--- config.mk ---
export PLATFORM = sky130hd
export DESIGN_NAME = vec_dispatch_seq_flat
export DESIGN_NICKNAME = d
export VERILOG_FILES = /design/src/rtl/vec_dispatch_pkg.sv /design/src/rtl/vec_dispatch_if.sv /design/src/rtl/vec_dispatch_seq_sequencer.sv /design/src/rtl/vec_dispatch_seq.sv /design/src/flat_wrapper.sv
export SDC_FILE = /design/constraint.sdc
export NUM_CORES = 1
export LEC_CHECK = 0
export BUFFER_PORTS_ARGS = -buffer_cell sky130_fd_sc_hd__buf_2
export CORE_AREA = 2 2 124 126
export CTS_BUF_LIST = sky130_fd_sc_hd__clkbuf_16
export DETAILED_ROUTE_END_ITERATION = 10
export DIE_AREA = 0 0 126 128
export PLACE_DENSITY = 0.67
export RECOVER_POWER = 25
export SETUP_SLACK_MARGIN = 0.5
export SYNTH_ARGS = -nofsm -noshare
export SYNTH_HDL_FRONTEND = slang
export SYNTH_HIERARCHICAL = 1
export SYNTH_SLANG_ARGS = --single-unit
--- constraint.sdc ---
create_clock -name clk -period 2.7 [get_ports clk]
set_input_delay 0.405 -clock clk [delete_from_list [all_inputs] [get_ports clk]]
set_output_delay 0.405 -clock clk [all_outputs]
set_load 0.01 [all_outputs]
--- src/rtl/vec_dispatch_pkg.sv ---
// Shared types, opcode/funct constants and helpers for the vector dispatch stage.
// Optional perf counters elsewhere are enabled by VEC_DISPATCH_PERF_EN.
package vec_dispatch_pkg;

  typedef enum logic [1:0] {
    IDLE,
    ISSUE,
    MUL_WAIT
  } state_t;

  localparam logic [6:0] OPC_VLOAD  = 7'b0000111;
  localparam logic [6:0] OPC_VSTORE = 7'b0100111;

  localparam logic [2:0] F3_OPIVI = 3'b011;
  localparam logic [2:0] F3_OPMVV = 3'b010;
  localparam logic [2:0] F3_OPMVX = 3'b110;

  localparam logic [8:0] VADC_VV = 9'b000010000;
  localparam logic [8:0] VADC_VX = 9'b100010000;
  localparam logic [8:0] VADC_VI = 9'b011010000;

  localparam logic [5:0] F6_VMULHU  = 6'b100100;
  localparam logic [5:0] F6_VMUL    = 6'b100101;
  localparam logic [5:0] F6_VMULHSU = 6'b100110;
  localparam logic [5:0] F6_VMULH   = 6'b100111;
  localparam logic [5:0] F6_VMADD   = 6'b101001;
  localparam logic [5:0] F6_VMACC   = 6'b101101;

  function automatic logic [63:0] replicate_by_sew(
    input logic [63:0] data,
    input logic [2:0]  sew
  );
    logic [63:0] r;
    r = '0;
    case (sew)
      3'd0:    r = {8{data[7:0]}};
      3'd1:    r = {4{data[15:0]}};
      3'd2:    r = {2{data[31:0]}};
      3'd3:    r = data;
      default: r = '0;
    endcase
    return r;
  endfunction

  function automatic logic is_vadc(input logic [8:0] op);
    return op inside {VADC_VV, VADC_VX, VADC_VI};
  endfunction

  function automatic logic is_mul(input logic [8:0] op);
    return (op[8:6] inside {F3_OPMVV, F3_OPMVX}) &&
           (op[5:0] inside {F6_VMULHU, F6_VMUL, F6_VMULHSU,
                            F6_VMULH, F6_VMADD, F6_VMACC});
  endfunction

endpackage

--- src/rtl/vec_dispatch_if.sv ---
// Instruction-in and micro-op-out handshake bundle of the dispatch stage.
// Perf counter wires exist only with VEC_DISPATCH_PERF_EN.
interface vec_dispatch_if #(
  parameter int DATA_FROM_SCALAR = 96,
  parameter int LANES_DATA_WIDTH = 64,
  parameter int MICROOP_BIT      = 9,
  parameter int MAX_LMUL         = 8
);
  localparam int IW = $clog2(MAX_LMUL) + 1;

  logic [DATA_FROM_SCALAR-1:0] instruction_in;
  logic                        valid_instruction;
  logic                        ready_vector;
  logic [2:0]                  sew_in;
  logic [1:0]                  lmul_in;
  logic                        uop_valid;
  logic                        uop_ready;
  logic [MICROOP_BIT-1:0]      uop_alu_op;
  logic [4:0]                  uop_operand_1;
  logic [4:0]                  uop_operand_2;
  logic [4:0]                  uop_destination;
  logic [LANES_DATA_WIDTH-1:0] uop_data_1;
  logic [IW-1:0]               uop_index;
  logic                        uop_last;
  logic                        uop_masked;
  logic                        uop_multiplication_flag;
  logic                        uop_load;
  logic                        uop_store;
  logic                        busy;
`ifdef VEC_DISPATCH_PERF_EN
  logic [31:0]                 perf_uops_issued;
  logic [31:0]                 perf_stall_cycles;
`endif

  modport master (
    output instruction_in, valid_instruction, sew_in, lmul_in, uop_ready,
    input  ready_vector, uop_valid, uop_alu_op, uop_operand_1,
    input  uop_operand_2, uop_destination, uop_data_1, uop_index,
    input  uop_last, uop_masked, uop_multiplication_flag,
    input  uop_load, uop_store, busy
`ifdef VEC_DISPATCH_PERF_EN
    , input perf_uops_issued, perf_stall_cycles
`endif
  );

  modport slave (
    input  instruction_in, valid_instruction, sew_in, lmul_in, uop_ready,
    output ready_vector, uop_valid, uop_alu_op, uop_operand_1,
    output uop_operand_2, uop_destination, uop_data_1, uop_index,
    output uop_last, uop_masked, uop_multiplication_flag,
    output uop_load, uop_store, busy
`ifdef VEC_DISPATCH_PERF_EN
    , output perf_uops_issued, perf_stall_cycles
`endif
  );

endinterface

--- src/rtl/vec_dispatch_seq_sequencer.sv ---
// Group sequencer: FSM, micro-op index and multiply wait counter.
module vec_uop_sequencer
  import vec_dispatch_pkg::*;
#(
  parameter  int MAX_LMUL    = 8,
  parameter  int MUL_LATENCY = 3,
  localparam int KW          = $clog2(MAX_LMUL) + 1
) (
  input  logic          clk,
  input  logic          rst,
  input  logic          start,
  input  logic [1:0]    lmul,
  input  logic          mul,
  input  logic          ready,
  output state_t        state,
  output logic [KW-1:0] k,
  output logic          valid,
  output logic          last,
  output logic          done
);
  localparam int LOG_MAX = $clog2(MAX_LMUL);
  localparam int WW      = $clog2(MUL_LATENCY) + 1;
  localparam logic [WW-1:0] WAIT_INIT = WW'(MUL_LATENCY - 1);

  state_t        state_n;
  logic [KW-1:0] k_n;
  logic [KW-1:0] gm1;
  logic [WW-1:0] wcnt;
  logic [WW-1:0] wcnt_n;
  logic [1:0]    glog;
  logic [1:0]    glog_c;

  assign glog_c = (int'(lmul) > LOG_MAX) ? 2'(LOG_MAX) : lmul;
  assign gm1    = KW'((1 << glog) - 1);
  assign last   = (state == ISSUE) && (k == gm1);

  always_ff @(posedge clk or posedge rst) begin
    if (rst) begin
      state <= IDLE;
      k     <= '0;
      wcnt  <= '0;
      glog  <= '0;
    end else begin
      state <= state_n;
      k     <= k_n;
      wcnt  <= wcnt_n;
      if (start) glog <= glog_c;
    end
  end

  always_comb begin
    state_n = state;
    k_n     = k;
    wcnt_n  = wcnt;
    valid   = 1'b0;
    done    = 1'b0;
    case (state)
      IDLE: begin
        if (start) begin
          state_n = ISSUE;
          k_n     = '0;
        end
      end
      ISSUE: begin
        valid = 1'b1;
        if (ready) begin
          if (k == gm1) begin
            state_n = IDLE;
            done    = 1'b1;
          end else if (mul && (MUL_LATENCY > 1)) begin
            state_n = MUL_WAIT;
            wcnt_n  = WAIT_INIT;
          end else begin
            k_n = k + 1'b1;
          end
        end
      end
      MUL_WAIT: begin
        if (wcnt <= WW'(1)) begin
          state_n = ISSUE;
          k_n     = k + 1'b1;
        end else begin
          wcnt_n = wcnt - 1'b1;
        end
      end
      default: state_n = IDLE;
    endcase
  end

endmodule

--- src/rtl/vec_dispatch_seq.sv ---
// Vector dispatch: latches one instruction and expands it into LMUL micro-ops.
// Define VEC_DISPATCH_PERF_EN for saturating issue/stall counters.
module vec_dispatch_seq
  import vec_dispatch_pkg::*;
#(
  parameter int INSTRUCTION_BITS  = 32,
  parameter int DATA_FROM_SCALAR  = 96,
  parameter int SCALAR_DATA_WIDTH = 32,
  parameter int LANES_DATA_WIDTH  = 64,
  parameter int MICROOP_BIT       = 9,
  parameter int MAX_LMUL          = 8,
  parameter int MUL_LATENCY       = 3
) (
  input logic          clk,
  input logic          rst,
  vec_dispatch_if.slave bus
);
  localparam int KW  = $clog2(MAX_LMUL) + 1;
  localparam int REP = LANES_DATA_WIDTH / 64;

  logic [INSTRUCTION_BITS-1:0]  instr;
  logic [SCALAR_DATA_WIDTH-1:0] op1;
  logic                         unused_op2;
  logic [8:0]                   alu;
  logic [63:0]                  imm64;
  logic [63:0]                  scl64;
  logic [63:0]                  rep64;
  logic                         accept;
  state_t                       state;
  logic [KW-1:0]                k;
  logic                         unused_done;

  logic [4:0]                  vs1_q;
  logic [4:0]                  vs2_q;
  logic [4:0]                  vd_q;
  logic [MICROOP_BIT-1:0]      alu_q;
  logic [LANES_DATA_WIDTH-1:0] data_q;
  logic                        masked_q;
  logic                        mul_q;
  logic                        load_q;
  logic                        store_q;

  assign instr = bus.instruction_in[DATA_FROM_SCALAR-1 -: INSTRUCTION_BITS];
  assign op1   = bus.instruction_in[SCALAR_DATA_WIDTH-1:0];
  assign unused_op2 =
    ^bus.instruction_in[DATA_FROM_SCALAR-INSTRUCTION_BITS-1:SCALAR_DATA_WIDTH];

  assign alu   = {instr[14:12], instr[31:26]};
  assign imm64 = {{59{instr[19]}}, instr[19:15]};
  assign scl64 = 64'($signed(op1));
  // imm vs scalar picks the source; SEW truncation happens in the replicate
  assign rep64 = replicate_by_sew(
    (instr[14:12] == F3_OPIVI) ? imm64 : scl64, bus.sew_in);

  assign accept           = bus.valid_instruction && bus.ready_vector;
  assign bus.ready_vector = (state == IDLE);
  assign bus.busy         = (state != IDLE);

  vec_uop_sequencer #(
    .MAX_LMUL    (MAX_LMUL),
    .MUL_LATENCY (MUL_LATENCY)
  ) u_seq (
    .clk   (clk),
    .rst   (rst),
    .start (accept),
    .lmul  (bus.lmul_in),
    .mul   (mul_q),
    .ready (bus.uop_ready),
    .state (state),
    .k     (k),
    .valid (bus.uop_valid),
    .last  (bus.uop_last),
    .done  (unused_done)
  );

  always_ff @(posedge clk or posedge rst) begin
    if (rst) begin
      vs1_q    <= '0;
      vs2_q    <= '0;
      vd_q     <= '0;
      alu_q    <= '0;
      data_q   <= '0;
      masked_q <= 1'b0;
      mul_q    <= 1'b0;
      load_q   <= 1'b0;
      store_q  <= 1'b0;
    end else if (accept) begin
      vs1_q    <= instr[19:15];
      vs2_q    <= instr[24:20];
      vd_q     <= instr[11:7];
      alu_q    <= MICROOP_BIT'(alu);
      data_q   <= {REP{rep64}};
      masked_q <= !is_vadc(alu) && !instr[25];
      mul_q    <= is_mul(alu);
      load_q   <= (instr[6:0] == OPC_VLOAD);
      store_q  <= (instr[6:0] == OPC_VSTORE);
    end
  end

  assign bus.uop_operand_1           = vs1_q + 5'(k);
  assign bus.uop_operand_2           = vs2_q + 5'(k);
  assign bus.uop_destination         = vd_q + 5'(k);
  assign bus.uop_index               = k;
  assign bus.uop_alu_op              = alu_q;
  assign bus.uop_data_1              = data_q;
  assign bus.uop_masked              = masked_q;
  assign bus.uop_multiplication_flag = mul_q;
  assign bus.uop_load                = load_q;
  assign bus.uop_store               = store_q;

`ifdef VEC_DISPATCH_PERF_EN
  logic [31:0] uops_q;
  logic [31:0] stall_q;
  logic        stall;

  assign stall = (bus.uop_valid && !bus.uop_ready) || (state == MUL_WAIT);

  always_ff @(posedge clk or posedge rst) begin
    if (rst) begin
      uops_q  <= '0;
      stall_q <= '0;
    end else begin
      if (bus.uop_valid && bus.uop_ready && (uops_q != '1))
        uops_q <= uops_q + 1'b1;
      if (stall && (stall_q != '1))
        stall_q <= stall_q + 1'b1;
    end
  end

  assign bus.perf_uops_issued  = uops_q;
  assign bus.perf_stall_cycles = stall_q;
`endif

endmodule

--- src/flat_wrapper.sv ---
// flat-port wrapper written by rule: the top's interface ports become plain ports
module vec_dispatch_seq_flat import vec_dispatch_pkg::*;
#(
  parameter int INSTRUCTION_BITS  = 32,
  parameter int DATA_FROM_SCALAR  = 96,
  parameter int SCALAR_DATA_WIDTH = 32,
  parameter int LANES_DATA_WIDTH  = 64,
  parameter int MICROOP_BIT       = 9,
  parameter int MAX_LMUL          = 8,
  parameter int MUL_LATENCY       = 3
)
  (clk, rst, bus_instruction_in, bus_valid_instruction, bus_sew_in, bus_lmul_in, bus_uop_ready, bus_ready_vector, bus_uop_valid, bus_uop_alu_op, bus_uop_operand_1, bus_uop_operand_2, bus_uop_destination, bus_uop_data_1, bus_uop_index, bus_uop_last, bus_uop_masked, bus_uop_multiplication_flag, bus_uop_load, bus_uop_store, bus_busy);
  vec_dispatch_if #(.DATA_FROM_SCALAR(DATA_FROM_SCALAR), .LANES_DATA_WIDTH(LANES_DATA_WIDTH), .MICROOP_BIT(MICROOP_BIT), .MAX_LMUL(MAX_LMUL)) bus_i ();
  input logic clk;
  input logic rst;
  input wire logic [$bits(bus_i.instruction_in)-1:0] bus_instruction_in;
  input wire logic [$bits(bus_i.valid_instruction)-1:0] bus_valid_instruction;
  input wire logic [$bits(bus_i.sew_in)-1:0] bus_sew_in;
  input wire logic [$bits(bus_i.lmul_in)-1:0] bus_lmul_in;
  input wire logic [$bits(bus_i.uop_ready)-1:0] bus_uop_ready;
  output wire logic [$bits(bus_i.ready_vector)-1:0] bus_ready_vector;
  output wire logic [$bits(bus_i.uop_valid)-1:0] bus_uop_valid;
  output wire logic [$bits(bus_i.uop_alu_op)-1:0] bus_uop_alu_op;
  output wire logic [$bits(bus_i.uop_operand_1)-1:0] bus_uop_operand_1;
  output wire logic [$bits(bus_i.uop_operand_2)-1:0] bus_uop_operand_2;
  output wire logic [$bits(bus_i.uop_destination)-1:0] bus_uop_destination;
  output wire logic [$bits(bus_i.uop_data_1)-1:0] bus_uop_data_1;
  output wire logic [$bits(bus_i.uop_index)-1:0] bus_uop_index;
  output wire logic [$bits(bus_i.uop_last)-1:0] bus_uop_last;
  output wire logic [$bits(bus_i.uop_masked)-1:0] bus_uop_masked;
  output wire logic [$bits(bus_i.uop_multiplication_flag)-1:0] bus_uop_multiplication_flag;
  output wire logic [$bits(bus_i.uop_load)-1:0] bus_uop_load;
  output wire logic [$bits(bus_i.uop_store)-1:0] bus_uop_store;
  output wire logic [$bits(bus_i.busy)-1:0] bus_busy;
  assign bus_i.instruction_in = bus_instruction_in;
  assign bus_i.valid_instruction = bus_valid_instruction;
  assign bus_i.sew_in = bus_sew_in;
  assign bus_i.lmul_in = bus_lmul_in;
  assign bus_i.uop_ready = bus_uop_ready;
  assign bus_ready_vector = bus_i.ready_vector;
  assign bus_uop_valid = bus_i.uop_valid;
  assign bus_uop_alu_op = bus_i.uop_alu_op;
  assign bus_uop_operand_1 = bus_i.uop_operand_1;
  assign bus_uop_operand_2 = bus_i.uop_operand_2;
  assign bus_uop_destination = bus_i.uop_destination;
  assign bus_uop_data_1 = bus_i.uop_data_1;
  assign bus_uop_index = bus_i.uop_index;
  assign bus_uop_last = bus_i.uop_last;
  assign bus_uop_masked = bus_i.uop_masked;
  assign bus_uop_multiplication_flag = bus_i.uop_multiplication_flag;
  assign bus_uop_load = bus_i.uop_load;
  assign bus_uop_store = bus_i.uop_store;
  assign bus_busy = bus_i.busy;
  vec_dispatch_seq #(.INSTRUCTION_BITS(INSTRUCTION_BITS), .DATA_FROM_SCALAR(DATA_FROM_SCALAR), .SCALAR_DATA_WIDTH(SCALAR_DATA_WIDTH), .LANES_DATA_WIDTH(LANES_DATA_WIDTH), .MICROOP_BIT(MICROOP_BIT), .MAX_LMUL(MAX_LMUL), .MUL_LATENCY(MUL_LATENCY)) u_core (.clk(clk), .rst(rst), .bus(bus_i));
endmodule
After elaboration in Yosys (flattened, before gate mapping)
Cells that the tools add are included.
{ "totals": {"regBits": 103, "input_bits": 105} }
{ "op_classes": {"addsub": 6, "n_lt_le_gt_ge": 1, "n_eq_ne": 28, "shifts": 1, "muxes": 20, "reduce_logical": 17} }
{ "ops": {"columns": ["operator", "count"], "rows": [
  ["case mux 64 bit (4 select lines)", 1],
  ["2-to-1 mux 64 bit", 1],
  ["== test 6 bit (second input constant)", 6],
  ["2-to-1 mux 4 bit", 5],
  ["adder 5 x 4 -> 5 bit", 3],
  ["== test 3 x 2 -> 1 bit (second input constant)", 4],
  ["2-to-1 mux 3 bit", 4],
  ["!= test 2 bit (second input constant)", 6],
  ["case mux 4 bit (3 select lines)", 1],
  ["2-to-1 mux 2 bit", 5],
  ["== test 9 x 5 -> 1 bit (second input constant)", 1],
  ["== test 9 x 8 -> 1 bit (second input constant)", 1],
  ["== test 9 bit (second input constant)", 1],
  ["== test 7 x 3 -> 1 bit (second input constant)", 1],
  ["== test 7 x 6 -> 1 bit (second input constant)", 1],
  ["case mux 2 bit (3 select lines)", 1],
  ["case mux 3 bit (2 select lines)", 1],
  ["AND reduction 6 bit", 1],
  ["nonzero test 2 bit", 3],
  ["nonzero test 3 bit", 2],
  ["nonzero test 6 bit", 1],
  ["AND reduction 5 bit", 1],
  ["adder 4 x 1 -> 4 bit (second input constant)", 1],
  ["== test 4 bit", 1],
  ["16 further kinds", 20]
]} }

Logic depth before layout (Yosys ltp)
Gate-level depths: netlist of run 1.
{ "logic_depth": {"ltp_word": 6, "depth_mapped": 8, "ltp_nobuf": 7} }

Modules after synthesis
Netlist of run 1, hierarchy kept.
{ "by_module_without_submodules": {"columns": ["module", "n_inst", "cells_per_inst", "area_per_inst_um2"], "rows": [
  ["vec_dispatch_seq", 1, 493, 4832.1],
  ["vec_uop_sequencer", 1, 83, 788.3]
]} }

Worst setup path before layout of run 1
OpenSTA, ideal clock, no wires.
{ "synth_path": {"kind": "flip-flop to flip-flop", "from": "reg u_core.u_seq.state[1]", "to": "reg u_core.u_seq.k[2]", "setup_time_ns": 0.096, "arrival_ns": 2.399, "setup_slack_ns": 0.205, "stages_incl_launch_ff": 9, "n_path_buf": 2, "cell_sequence": "dfrtp_1 or3b_2 clkbuf_1 inv_1 buf_1 nand2b_1 o2111ai_1 or2_2 o31ai_1"} }
{ "synth_between": {"elab_chain_len": 4, "word_cells_on_any_way": 12} }
{ "synth_rtl": {"columns": ["item", "line_no", "source"], "rows": [
  ["start, declared", "vec_dispatch_seq_sequencer.sv:15", "output state_t state,"],
  ["start signal, assigned", "vec_dispatch_seq_sequencer.sv:44", "state <= state_n;"],
  ["zero test 2 bit", "vec_dispatch_seq.sv:56", "assign bus.ready_vector = (state == IDLE);"],
  ["logical AND 1 bit", "vec_dispatch_seq.sv:55", "assign accept = bus.valid_instruction && bus.ready_vector;"],
  ["via u_core.accept", "vec_dispatch_seq.sv:28", "logic accept;"],
  ["!= test 2 bit (no source line)", null, null],
  ["AND reduction 6 bit (no source line)", null, null],
  ["end signal, assigned", "vec_dispatch_seq_sequencer.sv:45", "k <= k_n;"],
  ["end, declared", "vec_dispatch_seq_sequencer.sv:16", "output logic [KW-1:0] k,"]
]} }
The timed path passes the listed nets, and every way through them passes these cells.
A chain may end at the register's enable or synchronous reset.

Worst setup path in the final report of run 1
{ "layout_path": {"from": "reg u_core.u_seq.k[0]", "to": "out bus_uop_operand_1[4]"} }
{ "layout_between": {"elab_chain_len": 1} }
{ "layout_rtl": {"columns": ["item", "line_no", "source"], "rows": [
  ["adder 5 x 4 -> 5 bit", "vec_dispatch_seq.sv:100", "assign bus.uop_operand_1 = vs1_q + 5'(k);"],
  ["end, declared", "flat_wrapper.sv:24", "output wire logic [$bits(bus_i.uop_operand_1)-1:0] bus_uop_operand_1;"]
]} }
Every way passes these cells.

==> results.md, run 1 <==
* Status: completed
* Highest metal used: met5
* Required time of the critical path at 2300 ps
* Vias per inst at roughly 5.5
* R2R Path End: u_core/u_seq/k[3]
* Pre-CTS setup slack at 532.1 ps
* Port bufs at 172
* TritonCTS clock tree: done
* ANT nets after route at 0
* Worst path cell trace: ha_4, inv_2, fa_2, inv_2, a21o_1, a21oi_2, xnor2_1, buf_2
* Slew Viols, Final at 0
* R2r setup slk at 520 ps
* Worst hold margin at between 50 and 60 ps
* First-pass iteration count of the detailed router at 5
* Met3 wire len at between 1 and 1.5 mm
* Starting DRT DRC Count at roughly 460
* Largest net degree at the start of global routing at 100
* DRC at 0
* Clock Path Buffers at 2
* Mapped Avg Cell Area at 9.764 sq um
* Antenna violations before repair at 1
* Leak at roughly 3.8 nW
* Final Power at 7.794 mW
* Unrepaired setup endpoints after global routing: yes
* Post-synth net total at roughly 700
* Fin cells at 940
* Area grow syn2layout at 28.28%
* Routed length on met1 at between 7 and 8 mm
* Die Y at between 100 and 150 microns
* Nets at between 800 and 900
* Vias in the first global route at approximately 5000
* N_diodes at 0
* Metal2 WL at ~7.9 mm
* FP Rows at 45
* Core ar. at approximately 15000 sq um
* Filler cells at approximately 1400
* Yosys warnings at 6
* Fin. Hold Viols at 0
* Hpwl dp at about 12 mm
* Reg-to-reg startpoint: u_core/u_seq/k[0]
* I/O pin count at between 200 and 250
* Tmin final at between 2000 and 2500 ps
* Arrival time at the worst endpoint at 1930 ps
* Worst Tran Pin Value at ~1200 ps
* Register area at between 2000 and 3000 sq um
* Post-Place Cells at 910
* Starting Density at 0.3777
* MaxCap Viol Count at 0
* Maximum fanout along the worst path at 4
* Share of layout cells above drive strength 1 at 0.3484
* GRT overflow at 0
* Cells after Synth at 575
* Worst Setup End Kind: primary output
* Final WL at 17.09 mm
* WL/cell at roughly 18 microns
* Critical path launch point type: register
* Register-to-Register Path Depth at 8
* Tot GR Track Use at 0.2081
* Max_slew headroom at 0.1711
* H-tree depth at 3
* Post-Syn Area at 5614 sq um
* Clk_skew at between 5 and 6 ps
* CTS Hold Bufs at 0
* Worst-Skew Late Latency at 350 ps
* Die area at ~16000 sq um
* Clock buffers created by TritonCTS at 9
* Maximum VDD drop at ~0.5 mV
* Slowest cell delay on critical path at approximately 450 ps
* Slowest cell on the critical path: dfrtp_2
* Root buffer cell: clkbuf_16
* CTS Sinks at between 100 and 150
* Multi-input logic area at roughly 2900 sq um
* Chip width at roughly 130 microns
* Final Setup Violations at 0
* Period Utilization, post-route at 0.8631
* Final Worst Setup Slack at roughly 370 ps
* Hold crit path type: in2async
* Setup TNS Final at 0 ps
* First-pass GRT wire length at about 27 mm
* Clk pin slew, worst setup/hold paths at roughly 70 ps
* Critical path class: reg2out
* Via count at a little over 5000
* Max Clock Freq at between 0.4 and 0.5 GHz
* Gp weighted congestion at 0.8684
* Critical Path Most Common Cell: inv_2
* PD cells at between 1000 and 1500 nW/um^2
==> worst max-delay path by stage <==
stage | startpoint | end | slack (ps) | depth (start not counted)
6_report | u_core/u_seq/k[0] | bus_uop_operand_1[4] | 370 | 8
2_1_floorplan | u_core/u_seq/state[1] | u_core/u_seq/k[2] | 530 | 8
3_3_place_gp | u_core/u_seq/k[0] | bus_uop_operand_1[4] | 500 | 8
5_1_grt | u_core/u_seq/k[0] | bus_uop_operand_2[4] | 290 | 8
3_5_place_dp | u_core/u_seq/k[0] | bus_uop_operand_1[4] | 530 | 8
4_1_cts | u_core/u_seq/k[0] | bus_uop_operand_1[4] | 370 | 8
==> placed cells by master (no fill, tap or decap), types with 4 or more instances in the layout <==
cell	count
inv_2	5
nand3_1	9
buf_4	22
a31oi_1	5
mux4_2	4
ha_4	4
a22oi_1	13
a211o_1	8
o21ai_1	4
nor2_1	14
xnor2_1	8
dfrtp_1	100
a22o_1	15
a221o_1	12
a21oi_1	17
mux2i_1	21
a21o_1	23
a21oi_2	7
nand2_1	109
nand2b_1	6
inv_1	20
o22ai_1	4
o31ai_1	6
a211oi_1	9
clkbuf_16	9
buf_2	171
o21ai_0	36
ha_1	14
==> where the power goes <==
group          total (mW)  switching, mW  internal [mW]
combinational        3.72           2.05           1.67
clock                1.43          0.612          0.817
sequential           2.65          0.467           2.18
total                7.79           3.12           4.67
==> sequential cells by signal, summed over array words and instances (netlist names), 2 cells and up <==
name                   flops
u_core/vs1_q               5
u_core/u_seq/wcnt          3
u_core/vs2_q               5
u_core/bus.uop_data_1     63
u_core/u_seq/glog          2
u_core/bus.uop_alu_op      9
u_core/u_seq/k             4
u_core/u_seq/state         2
u_core/vd_q                5
==> worst max-delay path: cells and delay by family, from the launching register on <==
family          cells  cell delay [ps]
compound gates      2              180
flops               1              450
xor+xnor            1              180
buf+inv             3              270
fa+ha+maj           2              500
==> metrics by stage <==
stage	cell area, sq um	utilization
finish	7202	0.4845
global route	7202	0.4845
CTS	7117	0.4788
detailed placement	6683	0.4496
global placement	6683	0.4496
floorplan	5628	-
==> layout make-up <==
class / instances / area share
clock buffer: 9 / 0.03127
clock inverter: 7 / 0.01338
inverter: 26 / 0.01372
multi-input combinational: 408 / 0.4010
sequential: 102 / 0.3548
tap: 188 / 0.03266
timing repair buffer: 200 / 0.1532
==> what timing repair did <==
| action | in CTS | in global routing |
|---|---|---|
| pin swaps | 10 | 25 |
| buffers inserted | 9 | 5 |
| endpoints found under the hold margin | 0 | 0 |
| resized for setup | 16 | 12 |
| cloned | 0 | 0 |
| setup endpoints to repair | 13 | 9 |
==> layer usage <==
layer / vias to the layer above / GRT usage
met2: 208 / 0.3216
li1: 2407 / -
met4: 2 / 0.05559
met1: 2520 / 0.2919
met3: 22 / 0.05384
met5: - / 0
Note: power is estimated with default switching activity, not from simulation.
==> inputs of run 2 (changes only) <==
--- a/config.mk
+++ b/config.mk
@@ -7,8 +7,8 @@
 export LEC_CHECK = 0
 export BUFFER_PORTS_ARGS = -buffer_cell sky130_fd_sc_hd__buf_2
-export CORE_AREA = 2 2 124 126
+export CORE_AREA = 2 2 123 125
 export CTS_BUF_LIST = sky130_fd_sc_hd__clkbuf_16
 export DETAILED_ROUTE_END_ITERATION = 10
-export DIE_AREA = 0 0 126 128
+export DIE_AREA = 0 0 125 127
 export PLACE_DENSITY = 0.67
 export RECOVER_POWER = 25
@@ -16,4 +16,3 @@
 export SYNTH_ARGS = -nofsm -noshare
 export SYNTH_HDL_FRONTEND = slang
-export SYNTH_HIERARCHICAL = 1
 export SYNTH_SLANG_ARGS = --single-unit
==> constraint.sdc (replaced) <==
create_clock -name clk -period 2.7 [get_ports clk]
set_input_delay 0 -clock clk [delete_from_list [all_inputs] [get_ports clk]]
set_output_delay 0 -clock clk [all_outputs]
set_load 0.01 [all_outputs]
==> run 2 against run 1 <==
Net effect: cell area increased by 0.54%; clock power decreased by 3%; clock skew increased by 2.0 ps; sequential share of layout area decreased by 0.19 points; synthesized area decreased by 1.2%; register-to-register slack about the same; sequential cell count unchanged; sequential power increased by 2%; total power decreased by 2.2%; utilization increased by 1.7 points; highest routed layer is now met4.
==> results.md, run 2 <==
* Synth top area share at 0.4600
* Worst path depth at 6
* Starting DRT DRC Count at about 380
* Max Clock Freq at roughly 0.46 GHz
* Register-to-Register Path Depth at 6
* Register area at 2555 sq um
* Seq/Total Area, Yosys at 0.4600
* Max_slew headroom at 0.1164
* Final WL at between 15 and 20 mm
* Via count at 5371
* Share of layout cells above drive strength 1 at 0.2108
* Commonest cells after routing, fill and taps aside: 161 x nand2_1, 119 x buf_2, 100 x dfrtp_1, 54 x a21oi_1, 53 x clkbuf_1
* Fin. Hold Viols at 0
* Starting Density at 0.3847
* WL/cell at around 17 microns
* Core ar. at ~14000 sq um
* H-tree depth at 3
* Post-Place Cells at around 950
* Antenna violations before repair at 0
* Final Setup Violations at 0
* DRC at 0
* Number of synthesized flops with an enable pin at 0
* Mapped Avg Cell Area at 8.965 sq um
* I/O pin count at approximately 210
* Required time of the critical path at between 2000 and 3000 ps
* PD cells at approximately 1100 nW/um^2
* MaxCap Viol Count at 0
* Commonest non-fill, non-tap cell in the layout: nand2_1
* Largest net degree at the start of global routing at 54
* Maximum fanout along the worst path at 6
* TritonCTS clock tree: done
* Die Y at 127 microns
* Worst setup endpoint: u_core.u_seq.wcnt[1]
* Yosys warnings at 0
* Hpwl dp at 12.51 mm
* Unrepaired setup endpoints after global routing: yes
* Cells after Synth at 619
* Flops & latches, synth at slightly above 100
* Gp weighted congestion at slightly below 0.9
* Slew Viols, Final at 0
* Async SR Flop Fraction at 1.000
* Critical path class: reg2reg
* Clock buffers created by TritonCTS at 9
* Multi-input logic area at 2780 sq um
* Post-Syn Area at roughly 5500 sq um
* Critical path launch point type: register
* Leak at 3.664 nW
* Setup TNS Final at 0 ps
* Period Utilization, post-route at 0.8041
* Hold crit path type: in2reg
* Tmin final at ~2200 ps
* Clk pin slew, worst setup/hold paths at around 80 ps
* Worst-Skew Late Latency at approximately 360 ps
* N_diodes at 0
* HP Start: bus_instruction_in[25]
* Crit path launch: u_core.u_seq.k[0]
* Reg-to-reg startpoint: u_core.u_seq.k[0]
* R2r setup slk at roughly 530 ps
* First-pass iteration count of the detailed router at 6
* Clk_skew at about 7.8 ps
* WP buf/inv at 1
* Area grow syn2layout at 30.48%
* Fin cells at 1000
* Status: completed
* Slowest cell delay on critical path at approximately 470 ps
* Predominant post-synthesis flop cell: dfrtp_1
* Clock Path Buffers at 2
* Synth cell count leaders: 163 x nand2_1, 102 x dfrtp_1, 57 x a21oi_1
* Slowest cell on the critical path: dfrtp_2
* Port bufs at 172
* Largest register FFs at 63
* GRT overflow at 0
* Vias per inst at between 5 and 6
* Maximum VDD drop at 0.4032 mV
* CTS Sinks at around 100
* R2R Path End: u_core.u_seq.wcnt[1]
* First-pass GRT wire length at 27.79 mm
* Worst Tran Pin Value at roughly 1300 ps
* Root buffer cell: clkbuf_16
* Tot GR Track Use at 0.2178
* ANT nets after route at 0
* Synth area leaders: dfrtp_1 46%, nand2_1 11%, a21oi_1 5.1%
* Nets at approximately 940
* Filler cells at approximately 1400
* FP Rows at 44
* Top-count cell post-synth: nand2_1
* Area leader, netlist: dfrtp_1
* Crit path max-delay family: compound AO/OA/AOI/OAI gates
* Post-synth net total at approximately 750
* Chip width at 125 microns
* Arrival time at the worst endpoint at between 2000 and 2500 ps
* Die area at roughly 16000 sq um
* Worst path cell trace: buf_4, or3_1, a2111oi_4, o41ai_1, o211ai_2, mux2_4
* Library cells used by synthesis at 52
* Vias in the first global route at between 5000 and 6000
* Worst Setup End Kind: register
-- run 2: cell types whose count changed in the layout (fill, tap and decap cells not counted), moves of 10 or more --
cell | before | now
buf_2 | 171 | 119
clkbuf_1 | 1 | 53
a21o_1 | 23 | 12
a22oi_1 | 13 | 3
a21oi_1 | 17 | 54
nand2_1 | 109 | 161
dlygate4sd3_1 | 0 | 33
-- run 2: cells by family (layout without fill, tap and decap cells) --
kind of cell	after synthesis	count (layout)	synth area share
AND/OR/NAND/NOR	232	232	0.1815
AO/OA/AOI/OAI	176	176	0.2151
flip-flops	102	102	0.4600
buffers and inverters	61	258	0.04352
adder cells (fa/ha/maj)	22	22	0.05366
multiplexers	16	16	0.03044
XOR/XNOR	10	10	0.01578
-- run 2: worst reg2reg max path: stages (launching register included) --
cell       delay, ps
dfrtp_2          470
buf_4            170
or3_1            400
a2111oi_4        370
o41ai_1          180
o211ai_2         160
mux2_4           330
-- run 2: layer usage --
| layer | share of wire | global-route usage | vias to the layer above |
|---|---|---|---|
| met2 | 0.48 | 0.3568 | 212 |
| met5 | 0 | 0 | - |
| met4 | 0.017 | 0.06144 | 0 |
| met3 | 0.066 | 0.04355 | 22 |
| met1 | 0.44 | 0.2961 | 2572 |
| li1 | - | - | 2565 |
-- run 2: metrics by stage --
stage / worst slack (ps) / total power [mW] / hold slack [ps] / utilization / instance area, sq um
finish: 528.9 / 7.621 / 10.24 / 0.5020 / 7241
global route: 440.2 / 8.186 / 48.71 / 0.5020 / 7241
CTS: 524.9 / 7.718 / 1.835 / 0.5049 / 7283
detailed placement: 513.8 / 6.267 / 134.7 / 0.4594 / 6626
global placement: 566.1 / 6.193 / 129.1 / 0.4594 / 6626
floorplan: 718.4 / 4.829 / 96.35 / - / 5553
-- run 2: final cells by class --
| class | instances | area share |
|---|---|---|
| clock inverters | 7 | 0.01227 |
| clock buffers | 9 | 0.03110 |
| flip-flops and latches | 102 | 0.3529 |
| multi-input cells | 456 | 0.3840 |
| repair buffers | 223 | 0.1780 |
| well taps | 184 | 0.03180 |
| inverters | 19 | 0.01002 |
-- run 2: how the worst min path moves through the flow --
| stage | end | slack, ps | cells past startpoint |
|---|---|---|---|
| 2_1_floorplan | u_core.bus.uop_load | 100 | 1 |
| 3_3_place_gp | u_core.bus.uop_alu_op[5] | 130 | 2 |
| 3_5_place_dp | u_core.bus.uop_alu_op[5] | 130 | 2 |
| 4_1_cts | u_core.bus.uop_data_1[57] | 2 | 4 |
| 5_1_grt | u_core.bus.uop_data_1[57] | 50 | 4 |
| 6_report | u_core.bus.uop_data_1[57] | 10 | 4 |
-- run 2: where the power goes --
| group | total (mW) | switching, mW | internal (mW) |
|---|---|---|---|
| combinational | 3.52 | 2.06 | 1.47 |
| clock | 1.39 | 0.646 | 0.744 |
| sequential | 2.71 | 0.489 | 2.22 |
| total | 7.62 | 3.19 | 4.43 |
-- run 2: what timing repair did --
| item | in CTS | in global routing |
|---|---|---|
| endpoints found under the setup margin | 4 | 38 |
| hold buffers | 33 | 0 |
| endpoints found under the hold margin | 55 | 0 |
| gates resized for setup | 2 | 7 |
| setup buffers | 1 | 1 |
